<file path="src/rtl/instr_encoder_pkg.sv">
// Shared encodings for the instruction encoder: class/command codes, error codes,
// FSM state type and the captured request record.
package instr_encoder_pkg;

    localparam logic [1:0] CLASS_DP  = 2'b00;
    localparam logic [1:0] CLASS_MEM = 2'b01;
    localparam logic [1:0] CLASS_BR  = 2'b10;

    localparam logic [3:0] CMD_AND = 4'b0000;
    localparam logic [3:0] CMD_EOR = 4'b0001;
    localparam logic [3:0] CMD_SUB = 4'b0010;
    localparam logic [3:0] CMD_ADD = 4'b0100;
    localparam logic [3:0] CMD_CMP = 4'b1010;
    localparam logic [3:0] CMD_ORR = 4'b1100;

    localparam logic [3:0] COND_AL = 4'b1110;

    localparam logic [1:0] ERR_DECODE = 2'b00;
    localparam logic [1:0] ERR_NOIMM  = 2'b01;
    localparam logic [1:0] ERR_MEMOFF = 2'b10;
    localparam logic [1:0] ERR_BRANCH = 2'b11;

    typedef enum logic [1:0] {StIdle, StSearch, StEmit, StErr} state_t;

    typedef struct packed {
        logic [1:0]  cls;
        logic [3:0]  cond;
        logic [3:0]  cmd;
        logic        s;
        logic        imm;
        logic        load;
        logic [3:0]  rn;
        logic [3:0]  rd;
        logic [3:0]  rm;
        logic [31:0] imm32;
        logic [31:0] target;
    } req_t;

    function automatic logic dp_cmd_ok(input logic [3:0] cmd);
        return cmd inside {CMD_ADD, CMD_SUB, CMD_AND, CMD_ORR, CMD_CMP, CMD_EOR};
    endfunction

    // Byte offset from the PC (write address + 8) to the branch target.
    function automatic logic [31:0] branch_offset(input logic [31:0] target,
                                                  input logic [31:0] pc);
        return target - (pc + 32'd8);
    endfunction

endpackage

</file>
<file path="src/rtl/instr_field_pack.sv">
// Combinational assembly of a 32-bit instruction word from a request record.
module instr_field_pack
    import instr_encoder_pkg::*;
(
    input  req_t        req,
    input  logic [31:0] pc,
    input  logic [3:0]  rot,
    input  logic [7:0]  imm8,
    output logic [31:0] word
);

    logic [31:0] off;
    logic [31:0] mag;
    logic        is_cmp;
    logic        s_bit;
    logic [3:0]  rd_f;
    logic [11:0] src2;
    logic        unused_bits;

    always_comb begin
        off    = branch_offset(req.target, pc);
        mag    = req.imm32[31] ? (32'd0 - req.imm32) : req.imm32;
        is_cmp = (req.cmd == CMD_CMP);
        s_bit  = req.s | is_cmp;
        rd_f   = is_cmp ? 4'd0 : req.rd;
        src2   = req.imm ? {rot, imm8} : {8'h00, req.rm};
        word   = '0;
        case (req.cls)
            CLASS_DP:  word = {req.cond, 2'b00, req.imm, req.cmd, s_bit, req.rn, rd_f, src2};
            CLASS_MEM: word = {req.cond, 2'b01, 1'b0, 1'b1, ~req.imm32[31], 1'b0, 1'b0,
                               req.load, req.rn, req.rd, mag[11:0]};
            CLASS_BR:  word = {req.cond, 4'b1010, off[25:2]};
            default:   word = '0;
        endcase
    end

    assign unused_bits = ^{off[31:26], off[1:0], mag[31:12]};

endmodule

</file>
<file path="src/rtl/instr_encoder.sv">
// Request-driven instruction encoder: validates, searches DP immediate rotations,
// and writes encoded words to sequential instruction-memory addresses.
module instr_encoder
    import instr_encoder_pkg::*;
#(
    parameter logic [31:0] BASE_ADDR = 32'h0000_0000
) (
    input  logic        clk,
    input  logic        rst_n,
    input  logic        in_valid,
    input  logic [1:0]  in_class,
    input  logic [3:0]  in_cond,
    input  logic [3:0]  in_cmd,
    input  logic        in_s,
    input  logic        in_imm,
    input  logic        in_load,
    input  logic [3:0]  in_rn,
    input  logic [3:0]  in_rd,
    input  logic [3:0]  in_rm,
    input  logic [31:0] in_imm32,
    input  logic [31:0] in_target,
    output logic        in_ready,
    input  logic        restart,
    output logic        imem_we,
    output logic [31:0] imem_addr,
    output logic [31:0] imem_wdata,
    output logic        err,
    output logic [1:0]  err_code
);

    state_t      state_q, state_d;
    req_t        req_q, req_d;
    logic [31:0] addr_q, addr_d;
    logic [3:0]  rot_q, rot_d;
    logic        we_q, we_d;
    logic [31:0] wdata_q, wdata_d;
    logic        err_q, err_d;
    logic [1:0]  err_code_q, err_code_d;

    req_t        in_req, cur_req;
    logic [31:0] pc, br_off, packed_word, rol;
    logic [63:0] rol_dbl;
    logic        hit, mem_bad, br_bad, unused_rol;

    always_comb begin
        in_req        = '0;
        in_req.cls    = in_class;
        in_req.cond   = in_cond;
        in_req.cmd    = in_cmd;
        in_req.s      = in_s;
        in_req.imm    = in_imm;
        in_req.load   = in_load;
        in_req.rn     = in_rn;
        in_req.rd     = in_rd;
        in_req.rm     = in_rm;
        in_req.imm32  = in_imm32;
        in_req.target = in_target;
    end

    // Live inputs are packed on the accept edge; captured fields thereafter.
    assign cur_req = (state_q == StIdle) ? in_req : req_q;
    assign pc      = (state_q == StIdle && restart) ? BASE_ADDR : addr_q;

    assign rol_dbl    = {req_q.imm32, req_q.imm32} << {rot_q, 1'b0};
    assign rol        = rol_dbl[63:32];
    assign hit        = (rol[31:8] == 24'd0);
    assign unused_rol = ^rol_dbl[31:0];

    assign br_off  = branch_offset(in_target, pc);
    assign br_bad  = (in_target[1:0] != 2'b00) ||
                     !((br_off[31:25] == 7'h00) || (br_off[31:25] == 7'h7f));
    assign mem_bad = ($signed(in_imm32) > 32'sd4095) || ($signed(in_imm32) < -32'sd4095);

    instr_field_pack u_pack (
        .req  (cur_req),
        .pc   (pc),
        .rot  (rot_q),
        .imm8 (rol[7:0]),
        .word (packed_word)
    );

    always_comb begin
        state_d    = state_q;
        req_d      = req_q;
        addr_d     = addr_q;
        rot_d      = rot_q;
        we_d       = 1'b0;
        wdata_d    = wdata_q;
        err_d      = 1'b0;
        err_code_d = err_code_q;
        unique case (state_q)
            StIdle: begin
                if (restart) addr_d = BASE_ADDR;
                if (in_valid) begin
                    req_d = in_req;
                    rot_d = 4'd0;
                    if (in_class == 2'b11 || (in_class == CLASS_DP && !dp_cmd_ok(in_cmd))) begin
                        state_d    = StErr;
                        err_d      = 1'b1;
                        err_code_d = ERR_DECODE;
                    end else if (in_class == CLASS_MEM && mem_bad) begin
                        state_d    = StErr;
                        err_d      = 1'b1;
                        err_code_d = ERR_MEMOFF;
                    end else if (in_class == CLASS_BR && br_bad) begin
                        state_d    = StErr;
                        err_d      = 1'b1;
                        err_code_d = ERR_BRANCH;
                    end else if (in_class == CLASS_DP && in_imm) begin
                        state_d = StSearch;
                    end else begin
                        state_d = StEmit;
                        we_d    = 1'b1;
                        wdata_d = packed_word;
                    end
                end
            end
            StSearch: begin
                if (hit) begin
                    state_d = StEmit;
                    we_d    = 1'b1;
                    wdata_d = packed_word;
                end else if (rot_q == 4'd15) begin
                    state_d    = StErr;
                    err_d      = 1'b1;
                    err_code_d = ERR_NOIMM;
                end else begin
                    rot_d = rot_q + 4'd1;
                end
            end
            StEmit: begin
                addr_d  = addr_q + 32'd4;
                state_d = StIdle;
            end
            StErr: state_d = StIdle;
        endcase
    end

    always_ff @(posedge clk or negedge rst_n) begin
        if (!rst_n) begin
            state_q    <= StIdle;
            req_q      <= '0;
            addr_q     <= BASE_ADDR;
            rot_q      <= 4'd0;
            we_q       <= 1'b0;
            wdata_q    <= '0;
            err_q      <= 1'b0;
            err_code_q <= 2'b00;
        end else begin
            state_q    <= state_d;
            req_q      <= req_d;
            addr_q     <= addr_d;
            rot_q      <= rot_d;
            we_q       <= we_d;
            wdata_q    <= wdata_d;
            err_q      <= err_d;
            err_code_q <= err_code_d;
        end
    end

    assign in_ready   = (state_q == StIdle);
    assign imem_we    = we_q;
    assign imem_addr  = addr_q;
    assign imem_wdata = wdata_q;
    assign err        = err_q;
    assign err_code   = err_code_q;

endmodule

</file>
<file path="config.mk">
export PLATFORM = sky130hd
export DESIGN_NAME = instr_encoder
export DESIGN_NICKNAME = d
export VERILOG_FILES = /design/src/rtl/instr_encoder_pkg.sv /design/src/rtl/instr_field_pack.sv /design/src/rtl/instr_encoder.sv
export SDC_FILE = /design/constraint.sdc
export NUM_CORES = 1
export LEC_CHECK = 0
export ABC_AREA = 1
export CAP_MARGIN = 0
export CORE_ASPECT_RATIO = 1.1
export CORE_MARGIN = 1.5
export CORE_UTILIZATION = 40
export CTS_CLUSTER_DIAMETER = 150
export DETAILED_ROUTE_END_ITERATION = 8
export PLACE_DENSITY = 0.64
export SLEW_MARGIN = 20
export SYNTH_ARGS = -nofsm -noshare
export SYNTH_HDL_FRONTEND = slang
export SYNTH_SLANG_ARGS = --single-unit
</file>
<file path="constraint.sdc">
create_clock -name clk -period 5.71 [get_ports clk]
set_input_delay 0.571 -clock clk [delete_from_list [all_inputs] [get_ports clk]]
set_output_delay 0.571 -clock clk [all_outputs]
set_load 0.005 [all_outputs]
</file>
==> impl_results.md, run 1 <==
- Status: completed
- Worst Hold Class: input port to asynchronous set/reset pin
- Reg2reg path depth: 32
- Slew HR: 0.310
- Setup crit start kind: register
- Post-cts sizing count: 0
- Fraction of layout cells with a size suffix above 1: 0.0461
- Worst path top cell family by delay: simple AND/OR/NAND/NOR gates
- DRC: 0
- P_leak: roughly 7.7 nW
- CTS tree: yes
- Worst skew pair latency: about 450 ps
- Worst r2r src: state_q[1]
- R2R Path End: imem_wdata[17]
- Critical Path Start: state_q[1]
- CTS root buf: clkbuf_16
- Critical Path Most Common Cell: nand2_1
- Power per Cell Area: ~500 nW/um2
- FFs w/ async S/R, synth: 1.00
- # fillers: about 3400
- VDD IR-drop max: between 0.2 and 0.3 mV
- CTS max path bufs: 2
- First-pass GRT wire length: around 76 mm
- CP required: 6040 ps
- Placeable Area: roughly 32000 um2
- WP depth: 32
- Syn avg cell area: ~6 um2
- Placed cell area: between 15000 and 20000 um2
- Largest net degree at the start of global routing: 80
- Pins Over Slew Limit: 0
- Clock Sinks: approximately 150
- Vias per std cell: approximately 5.3
- I/O pins: ~160
- Crit path buf inv count: 4
- Via count: 14480
- Fin area: 15700 um2
- Gpl congestion: roughly 0.95
- Synth-to-Final Area Change: 19.9%
- Top FF cell, synth: dfrtp_1
- Initial Util: 0.406
- Total CTS buffers: 17
- Mapped Cells: 2154
- R2R setup slack: about 700 ps
- Layout Utilization: 0.487
- Die Wd: about 180 um
- Remaining Overflow, GRT: 0
- Iteration-0 DRC Markers: ~1100
- Total GRT Usage: 0.290
- Fin. Hold Viols: 0
- Slew @ Worst Pin: 1020 ps
- Reg clk slew, reported paths: 80 ps
- Post-synthesis cell area: ~13000 um2
- Worst Skew: about 14 ps
- First drt pass iteration count: 5
- Post-CTS Hold Buffers: 0
- Final net count: 2410
- ANT nets after route: 0
- Post-route minimum period: between 5000 and 6000 ps
- Critical Path End Type: register
- Max-cap violation count: 0
- Worst path slowest cell: dfrtp_1
- Overall Power: approximately 8.1 mW
- Worst setup path endpoint: imem_wdata[17]
- Slowest stage delay, CP: between 500 and 600 ps
- FMAX: ~200 MHz
- Initial antenna violation count: 1
- Arrival time at the worst endpoint: between 5000 and 6000 ps
- Final setup TNS: 0 ps
- Unrepaired setup endpoints after global routing: no
- Final Cycle Share: 0.879
- Number of global-route vias before repair: ~14000
- FP Rows: 69
- Height of the die: 193 um
- H-tree depth: 4
- Routed WL: ~48 mm
- Kind of critical path: register to register
- Post-synthesis sequential area ratio: 0.294
- Final number of setup-violating endpoints: 0
- EDFF count, synth: 0
- Crit Path Max Fanout: 33
- Port Buffers: ~160
- Ys Warns: 0
- Routed len/inst: approximately 17 um
- #FFs+latches synth: approximately 150
- Full die area: between 30000 and 40000 um2
- Detail Placement HPWL: around 38 mm
- Synth cell types: 57
- Post-CTS Setup Bufs: 0
- Antenna diode instance count: 0
[Yosys cell counts, drive strengths merged (2+ instances only)]
| cell type | number | share of area |
|---|---|---|
| o21a | 3 | 0.0017 |
| inv | 286 | 0.082 |
| buf | 20 | 0.010 |
| nand3 | 190 | 0.075 |
| nor2 | 201 | 0.063 |
| a22oi | 4 | 0.0023 |
| o211ai | 7 | 0.0040 |
| ha | 28 | 0.027 |
| o21bai | 4 | 0.0023 |
| or2 | 9 | 0.0043 |
| a31oi | 7 | 0.0033 |
| mux2i | 14 | 0.011 |
| a21oi | 66 | 0.025 |
| o221ai | 7 | 0.0047 |
| dfrtp | 154 | 0.29 |
| o311ai | 3 | 0.0020 |
| conb | 2 | 0.00057 |
| o21ai | 219 | 0.084 |
| o2111ai | 3 | 0.0020 |
| o31ai | 6 | 0.0034 |
| o22ai | 9 | 0.0043 |
| o32ai | 5 | 0.0033 |
| a41oi | 3 | 0.0020 |
| nand4 | 37 | 0.019 |
| nand2 | 732 | 0.21 |
| xor2 | 15 | 0.010 |
| a221oi | 4 | 0.0027 |
| nand3b | 3 | 0.0017 |
| clkbuf | 49 | 0.014 |
| nor3 | 34 | 0.013 |
| nor4 | 17 | 0.0081 |
[worst min path at each step]
| stage | from | endpoint | slack [ps] | cells past startpoint |
|---|---|---|---|---|
| global placement | imem_wdata[2] | imem_wdata[2] | 460 | 2 |
| global route | rst_n | req_q[59] | 90 | 1 |
| floorplan | rst_n | err | 280 | 0 |
| CTS | rst_n | req_q[59] | 60 | 1 |
| finish | rst_n | req_q[59] | 60 | 1 |
| detailed placement | imem_wdata[0] | imem_wdata[0] | 470 | 2 |
[final cells by class]
type / count / area, um2 / share of cell area
Sequential cell: 154 / 3850 / 0.245
Multi-Input combinational cell: 1646 / 7900 / 0.503
Tap cell: 426 / 533 / 0.0339
Clock buffer: 17 / 425 / 0.0271
Timing Repair Buffer: 183 / 1770 / 0.113
Inverter: 287 / 1080 / 0.0685
Clock inverter: 14 / 156 / 0.00995
[sequential cells by signal, indices dropped and copies added, names as in the netlist]
register	count
imem_addr	30
state_q	2
rot_q	4
err	1
err_code	2
req_q	82
imem_we	1
imem_wdata	32
[metal layers]
metal | up-vias | wire length, um | GRT usage
met3 | 65 | 2420 | 0.0343
met1 | 6700 | 22300 | 0.392
met5 | - | 13 | 0
met2 | 433 | 21700 | 0.484
li1 | 7280 | - | -
met4 | 2 | 1170 | 0.0884
[power by group]
group	leakage, nW	internal, mW	switching (mW)
clock network	0.280	0.619	0.562
logic	5.40	1.66	3.42
registers	1.98	1.51	0.329
[cell usage in the layout, fill, tap and decap left out, drive strengths merged, types with 14 or more instances in the layout]
| master | count |
|---|---|
| nand3 | 190 |
| nor2 | 201 |
| nor4 | 17 |
| clkdlybuf4s50 | 158 |
| clkbuf | 17 |
| inv | 294 |
| o21ai | 219 |
| nand2 | 732 |
| nand4 | 37 |
| a21oi | 66 |
| buf | 25 |
| ha | 28 |
| nor3 | 34 |
| dfrtp | 154 |
| xor2 | 15 |
| mux2i | 14 |
[cell families (layout without fill, tap and decap cells)]
kind of cell	Yosys count	in the layout	synth area share
DFF	154	154	0.294
adders and majority gates	28	28	0.0267
other	2	4	0.000573
xor gates and xnor gates	16	16	0.0107
buffers and inverters	356	501	0.107
muxes	15	15	0.0115
and+or+nand+nor	1225	1225	0.397
AOI/OAI and AO/OA	358	358	0.153
[stage by stage]
| stage | hold slack [ps] | instances | setup WS (ps) |
|---|---|---|---|
| 6_report | 56.1 | 2727 | 688 |
| 5_1_grt | 86.8 | 2727 | 75.6 |
| 4_1_cts | 60.3 | 2727 | 545 |
| 3_5_place_dp | 467 | 2696 | 155 |
| 3_3_place_gp | 458 | 2696 | 266 |
| 2_1_floorplan | 275 | 2156 | 1580 |
Note: power is estimated with default switching activity, not from simulation.
==> run 2: changes to the inputs <==
CORE_MARGIN = 1   (was 1.5)
==> impl_results.md, run 2 (same netlist as run 1, synthesis figures left out) <==
- Post-CTS Setup Bufs: 0
- Unrepaired setup endpoints after global routing: no
- Worst path top cell family by delay: simple AND/OR/NAND/NOR gates
- Vias per std cell: approximately 5.3
- Full die area: 33500 um2
- Power per Cell Area: 517 nW/um2
- Via count: about 15000
- Final number of setup-violating endpoints: 0
- CTS max path bufs: 2
- Synth-to-Final Area Change: 20.0%
- Most frequent cells in the layout: nand2_1 (720), inv_1 (281), o21ai_0 (215), nor2_1 (186), nand3_1 (185)
- Critical Path End Type: register
- Total CTS buffers: 17
- Worst skew pair latency: 450 ps
- Port Buffers: 159
- ANT nets after route: 0
- Largest net degree at the start of global routing: 77
- Fin. Hold Viols: 0
- Most flops, register: req_q
- P_leak: 7.67 nW
- Post-cts sizing count: 0
- FMAX: 198 MHz
- Die Wd: around 170 um
- Reg clk slew, reported paths: roughly 70 ps
- Slew @ Worst Pin: between 900 and 1000 ps
- Pins Over Slew Limit: 0
- Routed WL: between 40 and 50 mm
- Worst Skew: roughly 10 ps
- CTS root buf: clkbuf_16
- Post-CTS Hold Buffers: 0
- CTS tree: yes
- Slew HR: 0.339
- H-tree depth: 4
- Detail Placement HPWL: 37.7 mm
- Crit Path Max Fanout: 24
- Total GRT Usage: 0.287
- Final net count: around 2400
- CP required: around 6100 ps
- Gpl congestion: 0.983
- Worst path slowest cell: dfrtp_1
- Slowest stage delay, CP: 550 ps
- Antenna diode instance count: 0
- Number of flip-flops in the largest register: between 80 and 90
- Remaining Overflow, GRT: 0
- Height of the die: around 190 um
- Kind of critical path: register to register
- Routed len/inst: roughly 17 um
- Status: completed
- Iteration-0 DRC Markers: between 1000 and 1500
- First-pass GRT wire length: about 75 mm
- Final setup TNS: 0 ps
- Fraction of layout cells with a size suffix above 1: 0.0465
- Number of global-route vias before repair: between 10000 and 15000
- Worst Hold Class: input port to asynchronous set/reset pin
- Arrival time at the worst endpoint: roughly 5400 ps
- Final Cycle Share: 0.883
- First drt pass iteration count: 6
- Final setup margin: between 600 and 700 ps
- Clock Sinks: approximately 150
- Max-cap violation count: 0
- Crit path buf inv count: 4
- Post-route minimum period: 5040 ps
- # fillers: roughly 3400
- DRC: 0
- Setup crit start kind: register
- Placeable Area: 32300 um2
- Initial Util: 0.406
- VDD IR-drop max: 0.277 mV
- Place WS: between 300 and 400 ps
- I/O pins: ~160
- Commonest non-fill, non-tap cell in the layout: nand2_1
- FP Rows: 69
- Critical Path Most Common Cell: nand2_1
- Initial antenna violation count: 0
[run 2: area by class of cell]
| type | count | area, um2 | area share |
|---|---|---|---|
| Clock buffer | 18 | 439 | 0.0279 |
| Clock inverter | 14 | 175 | 0.0111 |
| Inverter | 287 | 1080 | 0.0685 |
| Multi-Input combinational cell | 1646 | 7890 | 0.501 |
| Sequential cell | 154 | 3850 | 0.245 |
| Tap cell | 426 | 533 | 0.0339 |
| Timing Repair Buffer | 183 | 1770 | 0.113 |
[run 2: worst paths after layout]
| kind | start | end | slack [ps] | cells after the start |
|---|---|---|---|---|
| max in group asynchronous | rst_n | imem_wdata[31] | 4520 | 2 |
| setup / recovery | state_q[1] | imem_wdata[2] | 670 | 31 |
| hold reg to reg | req_q[16] | req_q[16] | 480 | 2 |
| setup reg to reg | state_q[1] | imem_wdata[2] | 670 | 31 |
| hold / removal | rst_n | req_q[53] | 60 | 1 |
| min in group clk | req_q[16] | req_q[16] | 480 | 2 |
[run 2: stage by stage]
step	hold slack (ps)	total power, mW	cell area [um2]	util	cells
after detailed placement	467	6.86	15100	0.468	2696
final	57.3	8.14	15700	0.487	2728
after floorplan	275	5.10	13100	-	2156
after global placement	460	6.84	15100	0.468	2696
after CTS	66.3	8.11	15700	0.487	2728
after global routing	90.5	8.86	15700	0.487	2728
[run 2: where the power goes]
part	leakage, nW	switching [mW]	internal [mW]
Sequential	1.98	0.310	1.51
Clock	0.302	0.542	0.673
Combinational	5.39	3.44	1.67
[run 2: routing by layer]
layer / share of wire / track usage
met5: 0 / 0
met4: 0.035 / 0.118
met3: 0.054 / 0.0408
met2: 0.45 / 0.466
met1: 0.46 / 0.382
==> run 3: changes to the inputs <==
ABC_CLOCK_PERIOD_IN_PS = 5710   (was unset)
==> results of run 3 <==
The final DEF is identical to that of run 2; final timing and power are the same.
